**config.mk**
```make
export PLATFORM = sky130hd
export DESIGN_NAME = pipeline_ctrl
export DESIGN_NICKNAME = d
export VERILOG_FILES = /design/src/rtl/pipeline_ctrl_pkg.sv /design/src/rtl/hazard_detect.sv /design/src/rtl/pipeline_ctrl.sv
export SDC_FILE = /design/constraint.sdc
export NUM_CORES = 1
export LEC_CHECK = 0
export CORE_ASPECT_RATIO = 1.25
export CORE_MARGIN = 3
export CORE_UTILIZATION = 25
export DETAILED_ROUTE_END_ITERATION = 7
export GPL_ROUTABILITY_DRIVEN = 0
export PLACE_DENSITY = 0.58
export SYNTH_ARGS = -nofsm -noshare
export SYNTH_HDL_FRONTEND = slang
export SYNTH_SLANG_ARGS = --single-unit
```
**constraint.sdc**
```tcl
create_clock -name clk -period 2.3 [get_ports clk]
set_input_delay 0.46 -clock clk [delete_from_list [all_inputs] [get_ports clk]]
set_output_delay 0.46 -clock clk [all_outputs]
set_load 0.02 [all_outputs]
```
**src/rtl/pipeline_ctrl_pkg.sv**
```systemverilog
// Shared types and constants for the pipeline control block.
package pipeline_ctrl_pkg;

    localparam int REG_W           = 4;
    localparam int WAIT_CYCLES_DEF = 4;

    typedef enum logic [1:0] {
        IDLE = 2'd0,
        BUSY = 2'd1,
        DONE = 2'd2
    } state_t;

    // Writeback descriptor of a downstream stage, as seen by hazard detection.
    typedef struct packed {
        logic [REG_W-1:0] dest;
        logic             wb_en;
    } wb_src_t;

endpackage

```
**src/rtl/hazard_detect.sv**
```systemverilog
// Combinational RAW hazard check of the ID sources against EXE/MEM destinations.
module hazard_detect
    import pipeline_ctrl_pkg::*;
(
    input  logic [REG_W-1:0] id_src1,
    input  logic [REG_W-1:0] id_src2,
    input  logic             id_two_src,
    input  wb_src_t          exe,
    input  wb_src_t          mem,
    input  logic             exe_mem_r_en,
    input  logic             forward_en,
    output logic             hazard
);

    logic hit_e, hit_m;

    assign hit_e = exe.wb_en & ((id_src1 == exe.dest) | (id_two_src & (id_src2 == exe.dest)));
    assign hit_m = mem.wb_en & ((id_src1 == mem.dest) | (id_two_src & (id_src2 == mem.dest)));

    // With forwarding, only a load in EXE cannot be bypassed in time.
    assign hazard = forward_en ? (hit_e & exe_mem_r_en) : (hit_e | hit_m);

endmodule

```
**src/rtl/pipeline_ctrl.sv**
```systemverilog
// Pipeline stall/flush control: SRAM wait FSM, hazard/branch priority mux, stall counter.
module pipeline_ctrl
    import pipeline_ctrl_pkg::*;
#(
    parameter int WAIT_CYCLES = WAIT_CYCLES_DEF,
    parameter int STAT_W      = 16
) (
    input  logic              clk,
    input  logic              rst,
    input  logic              mem_r_en,
    input  logic              mem_w_en,
    input  logic              branch_taken,
    input  logic [REG_W-1:0]  id_src1,
    input  logic [REG_W-1:0]  id_src2,
    input  logic              id_two_src,
    input  logic [REG_W-1:0]  exe_dest,
    input  logic [REG_W-1:0]  mem_dest,
    input  logic              exe_wb_en,
    input  logic              mem_wb_en,
    input  logic              exe_mem_r_en,
    input  logic              forward_en,
    input  logic              stat_clr,
    output logic              pc_freeze,
    output logic              if_freeze,
    output logic              if_flush,
    output logic              id_flush,
    output logic              pipe_freeze,
    output logic              mem_ready,
    output logic [STAT_W-1:0] stall_count
);

    localparam logic [3:0] CNT_INIT = 4'(WAIT_CYCLES - 1);

    state_t     state, state_nx;
    logic [3:0] cnt, cnt_nx;
    logic       mem_req, mem_stall, hazard;

    assign mem_req = mem_r_en | mem_w_en;

    hazard_detect u_hazard (
        .id_src1      (id_src1),
        .id_src2      (id_src2),
        .id_two_src   (id_two_src),
        .exe          ('{dest: exe_dest, wb_en: exe_wb_en}),
        .mem          ('{dest: mem_dest, wb_en: mem_wb_en}),
        .exe_mem_r_en (exe_mem_r_en),
        .forward_en   (forward_en),
        .hazard       (hazard)
    );

    always_ff @(posedge clk or posedge rst) begin
        if (rst) begin
            state <= IDLE;
            cnt   <= 4'd0;
        end else begin
            state <= state_nx;
            cnt   <= cnt_nx;
        end
    end

    // Stall is Mealy in IDLE so the requesting cycle itself is frozen.
    always_comb begin
        state_nx  = state;
        cnt_nx    = cnt;
        mem_stall = 1'b0;
        mem_ready = 1'b0;
        case (state)
            IDLE: begin
                if (mem_req) begin
                    mem_stall = 1'b1;
                    state_nx  = BUSY;
                    cnt_nx    = CNT_INIT;
                end
            end
            BUSY: begin
                mem_stall = 1'b1;
                if (cnt == 4'd0) state_nx = DONE;
                else             cnt_nx   = cnt - 4'd1;
            end
            DONE: begin
                // Request still visible here belongs to the access being retired.
                mem_ready = 1'b1;
                state_nx  = IDLE;
            end
            default: state_nx = IDLE;
        endcase
    end

    always_comb begin
        pc_freeze   = 1'b0;
        if_freeze   = 1'b0;
        if_flush    = 1'b0;
        id_flush    = 1'b0;
        pipe_freeze = 1'b0;
        if (mem_stall) begin
            pc_freeze   = 1'b1;
            if_freeze   = 1'b1;
            pipe_freeze = 1'b1;
        end else if (branch_taken) begin
            if_flush = 1'b1;
            id_flush = 1'b1;
        end else if (hazard) begin
            pc_freeze = 1'b1;
            if_freeze = 1'b1;
            id_flush  = 1'b1;
        end
    end

    always_ff @(posedge clk or posedge rst) begin
        if (rst)                          stall_count <= '0;
        else if (stat_clr)                stall_count <= '0;
        else if (pc_freeze && !(&stall_count)) stall_count <= stall_count + 1'b1;
    end

endmodule

```
* Word level (Yosys, flattened, before mapping)
Cells that the tools add are included.
** Cells by class
- Multiplexer cells :: 20
- Add/subtract/negate cells :: 2
- Bitwise logic cells :: 9
- Reductions and logical operators :: 9
- Equal/unequal tests :: 9
** Operators by type and width (number)
- $mux 16 :: 2
- $add 16x1->16 const B :: 1
- $eq 4x4->1 :: 4
- $reduce_and 16->1 :: 1
- $mux 1 :: 11
- $mux 4 :: 2
- $pmux 4 s2 :: 1
- $ne 2x2->1 const B :: 3
- $and 1x1->1 :: 5
- $logic_not 4->1 :: 1
- $mux 2 :: 2
- $or 1x1->1 :: 4
- $pmux 2 s2 :: 1
- $reduce_bool 2->1 :: 2
- $sub 4x1->4 const B :: 1
- $reduce_and 3->1 :: 1
- $eq 2x1->1 const B :: 1
- $eq 2x2->1 const B :: 1
- $logic_not 2->1 :: 1
- $pmux 1 s2 :: 1
- $reduce_and 2->1 :: 1
- $logic_and 1x1->1 :: 1
- $logic_not 1->1 :: 1
** Word-level totals
- Register bits after elaboration :: 22
- Input bits :: 27
- Logic and storage cells :: 52

* Longest topological paths before layout
- Depth after elaboration :: 12
- Depth in mapped cells :: 8
- Depth with buffers taken out :: 7

* By module
A second synthesis with hierarchy kept.
** Unflattened totals
- Cell total of the unflattened synthesis :: 168
- Area, all modules :: 1546.5 um^2
** Modules (own cells, without submodules)
- pipeline_ctrl :: seq. area each 550.5 um^2, cells an instance 141, area each 1342.5 um^2, instances 1
- hazard_detect :: seq. area each 0.0 um^2, cells an instance 27, area each 203.9 um^2, instances 1

* Least setup slack after synthesis
OpenSTA, ideal clock, no wires.
- Path type :: input -> output
- From :: in id_src1[2]
- To :: out pc_freeze
- Buffers on the path :: 1
- Arrival :: 1620 ps
- Stages :: 6
- Slack :: 220 ps
- Cells stage by stage :: xor2_1 nor4_2 a32oi_2 a21oi_4 or2_1 buf_4
** On the way
- Cells in the longest elaborated chain, start to end :: 8
- Elaborated cells on any way between the ends :: 12
** Ends and longest elaborated chain
- from (decl) :: line pipeline_ctrl.sv:13 : input logic [REG_W-1:0] id_src1,
- $eq 4x4->1, on equally long branches :: line hazard_detect.sv:17, hazard_detect.sv:18
- $or 1x1->1, on equally long branches :: line hazard_detect.sv:17, hazard_detect.sv:18
- $and 1x1->1, on equally long branches :: line hazard_detect.sv:17, hazard_detect.sv:18
- $or 1x1->1 / $and 1x1->1 (equally long branches) :: line hazard_detect.sv:21 : assign hazard = forward_en ? (hit_e & exe_mem_r_en) : (hit_e | hit_m);
- $mux 1 * :: line hazard_detect.sv:21
- $mux 1 * (3 in series)
- to (decl) :: line pipeline_ctrl.sv:23 : output logic pc_freeze,
Mark *: on every way between the ends. The rest lies on a longest branch, timed or not.

* Worst setup path in the final report
- From :: in exe_mem_r_en
- To :: out pc_freeze
** On the way
- Cells in the longest elaborated chain, start to end :: 5
** Ends and longest elaborated chain
- from (decl) :: line pipeline_ctrl.sv:20 : input logic exe_mem_r_en,
- $and 1x1->1 :: line hazard_detect.sv:21
- $mux 1 :: line hazard_detect.sv:21
- $mux 1 :: line pipeline_ctrl.sv:102 : end else if (hazard) begin
- $mux 1 :: line pipeline_ctrl.sv:99 : end else if (branch_taken) begin
- $mux 1 :: line pipeline_ctrl.sv:95 : if (mem_stall) begin
No other way between the ends.

==> metrics.cfg <==
[global_route]
gr-total-overflow=0
grt_pass1_wl_mm=5.927
grt_pass1_vias=1286
grtUsageTotal=0.1087
grt_max_degree=26
antenna_found_initial=0

[floorplanning]
num_rows=30
chipHeight_um=91.85
dieWidth_um=74.68
floorplan.initialDensity=0.2653
die_area_um2=6859
core_area_um2=5555
io_pins=49

[synth]
yosysWarnings=0
synth.cell_area_um2=1474
synth_nets=190
yosys.area.top_type=dfrtp_1
ys_ff_latch=22
synth_top_area_share=0.3735
synth_area_leaders=dfrtp_1 37%, xnor2_1 5.9%, mux2_1 5.3%, xor2_1 5.3%, nor2_1 5.1%
syn_avg_cell_area_um2=9.212
synthCells=160
ys_types=39
ys_seq_area_frac=0.3735

[clock_tree]
post_cts_buffers=0
cts_htree_levels=1
clk_root_buffer_cell=clkbuf_8
holdBufCountCts=0
clk_pin_slew_ns=0.07
clkLatencyLatePin_ns=0.26
clock-sinks=22
cts_buffer_depth=2
tritoncts=yes
cts_made_buffers=3

[worst_setup_path]
cp_max_fo=3
crit_start=exe_mem_r_en
critPathCaptureType=output port
rr_startpoint=stall_count[7]$_DFFE_PP0P_
r2r_end=stall_count[4]$_DFFE_PP0P_
critPathKind=input port to output port
reg2reg_setup_slack_ns=0.50
crit_end=pc_freeze
reg2reg_depth=6
cp.arrival_ns=1.81
start_kind=input port
crit_required_ns=1.84

[timing]
slew_viol_final=0
fin_crit_sh=0.9866
slew_headroom=0.7809
setup_violations=0
rsz0062_at_grt=no
min_period_ns=2.269
timing.final.ws_setup_ns=0.03089
hold_violations=0
max_freq_ghz=0.4407
worstMarginPinSlew_ns=0.3261
fin_worst_skew_ns=0.002590

[drt]
drc_errors=0
routed_via_density=4.804
drt-initial-drc-count=30
routed_wl_mm=3.772
routedWlPerCell_um=13.24
drt.antenna.violating_nets=0
dr.pass1.iters=4
route.vias.total=1369

[final_layout]
fin_nets=253
drive_above_1_share=0.1448
area_growth_syn_to_layout_pct=50.42
finish.utilization=0.3991
diodes=0
design_area_um2=2217

[run_status]
status=complete, no violations

[job]
maxCapViolCount=0

[placed_design]
portBuffers=48
place_ws_ns=-0.6078
placed_area_um2=2108
dp_hpwl_mm=2.895

[pwr]
p_leak_nw=1.051
powerDensity_nw_per_um2=608.5
peakVddDrop_v=0.0003595

[min_path]
hold_path_class=flop to flop

-- flip-flops by register name, summed over array words and instances (netlist names) --
register,cells
stall_count,16
cnt,4
state,2
-- routing by layer --
layer	wire length, µm	global-route usage	part of all wire
met1	1628	0.1346	0.43
met2	1833	0.1862	0.49
met3	267	0.01864	0.071
met4	42	0.03561	0.011
met5	0	0	0
-- where the power goes --
group	internal, mW	leakage [nW]	switching, mW
logic	0.301	0.736	0.309
clock network	0.117	0.0216	0.121
registers	0.446	0.294	0.0554
-- timing repair --
action | CTS | global route
cloned | 0 | 0
pin swaps | 6 | 8
setup endpoints to repair | 6 | 12
resized for setup | 25 | 25
-- cell families (layout without fill, tap and decap cells) --
| group | after synthesis | count (layout) | share of synthesized area |
|---|---|---|---|
| AND/OR/NAND/NOR | 72 | 72 | 0.2615 |
| flip-flops | 22 | 22 | 0.3735 |
| multiplexers | 8 | 8 | 0.06027 |
| AO/OA/AOI/OAI | 25 | 25 | 0.1273 |
| XOR/XNOR | 19 | 19 | 0.1129 |
| buffers and inverters | 11 | 72 | 0.03905 |
| adder cells (fa/ha/maj) | 3 | 3 | 0.02547 |
-- worst max-delay path: stages --
cell,delay (ns)
clkdlybuf4s50_1,0.42
o2111ai_1,0.25
o22a_2,0.22
a21oi_4,0.06
or2_4,0.27
buf_6,0.13
-- cells in the mapped netlist (all sizes together) --
cell         number
clkbuf            1
nor3              5
a31o              2
a31oi             2
inv               7
xnor2            10
o21a              1
a32oi             1
a21oi             9
dlygate4sd1       1
a21o              1
nand2b            2
or3               1
nand4             7
buf               2
nand4b            2
and2              1
o22a              1
o2111ai           1
and4              1
or2               3
o21ai             5
mux2              7
nor2             20
xor2              9
dfrtp            22
mux2i             1
nand3             4
ha                3
and3              8
nand2             7
nor4              1
a21boi            1
nor2b            10
o211ai            1
-- worst min-delay path by stage --
stage,startpoint,endpoint,slack (ns),depth (start not counted)
finish,cnt[0]$_DFFE_PP0P_,cnt[0]$_DFFE_PP0P_,0.50,1
global route,cnt[0]$_DFFE_PP0P_,cnt[0]$_DFFE_PP0P_,0.54,1
CTS,cnt[0]$_DFFE_PP0P_,cnt[0]$_DFFE_PP0P_,0.51,1
detailed placement,cnt[0]$_DFFE_PP0P_,cnt[0]$_DFFE_PP0P_,0.50,1
global placement,cnt[0]$_DFFE_PP0P_,cnt[0]$_DFFE_PP0P_,0.48,1
floorplan,rst,cnt[0]$_DFFE_PP0P_,0.45,1
-- placed cells by master (no fill, tap or decap), types with 2 or more instances in the layout --
master	netlist	final
inv_1	7	7
mux2_1	7	7
a31oi_1	2	2
nand3_1	4	4
nand2b_1	2	2
xnor2_1	10	10
dlymetal6s2s_1	0	12
nor2_1	20	19
xor2_1	9	8
a21oi_1	8	8
nor2b_1	10	9
dlygate4sd2_1	0	8
nor3_1	5	4
nand4b_1	2	2
dfrtp_1	22	22
o21ai_0	4	3
clkbuf_8	0	3
ha_1	3	3
nand4_1	7	7
clkdlybuf4s50_1	0	24
and3_1	8	8
buf_6	1	2
nand2_1	7	7
a31o_1	2	2
buf_4	1	15
-- cell type report --
cell class | instances | area, µm²
clock buffers | 3 | 41.29
multi-input cells | 127 | 913.4
well taps | 64 | 80.08
repair buffers | 62 | 605.6
flip-flops and latches | 22 | 550.5
fillers | 579 | 3338
inverters | 7 | 26.28
-- per-stage QoR --
step	power [mW]	setup TNS, ns	std cells	hold slack [ns]
floorplan	0.8535	0	160	0.4492
global placement	1.112	-5.307	282	0.4833
detailed placement	1.119	-5.447	282	0.4973
CTS	1.348	-0.3326	285	0.5096
global route	1.454	0	285	0.5440
finish	1.349	0	285	0.5023
No activity file was read; power rests on OpenSTA's default activity.
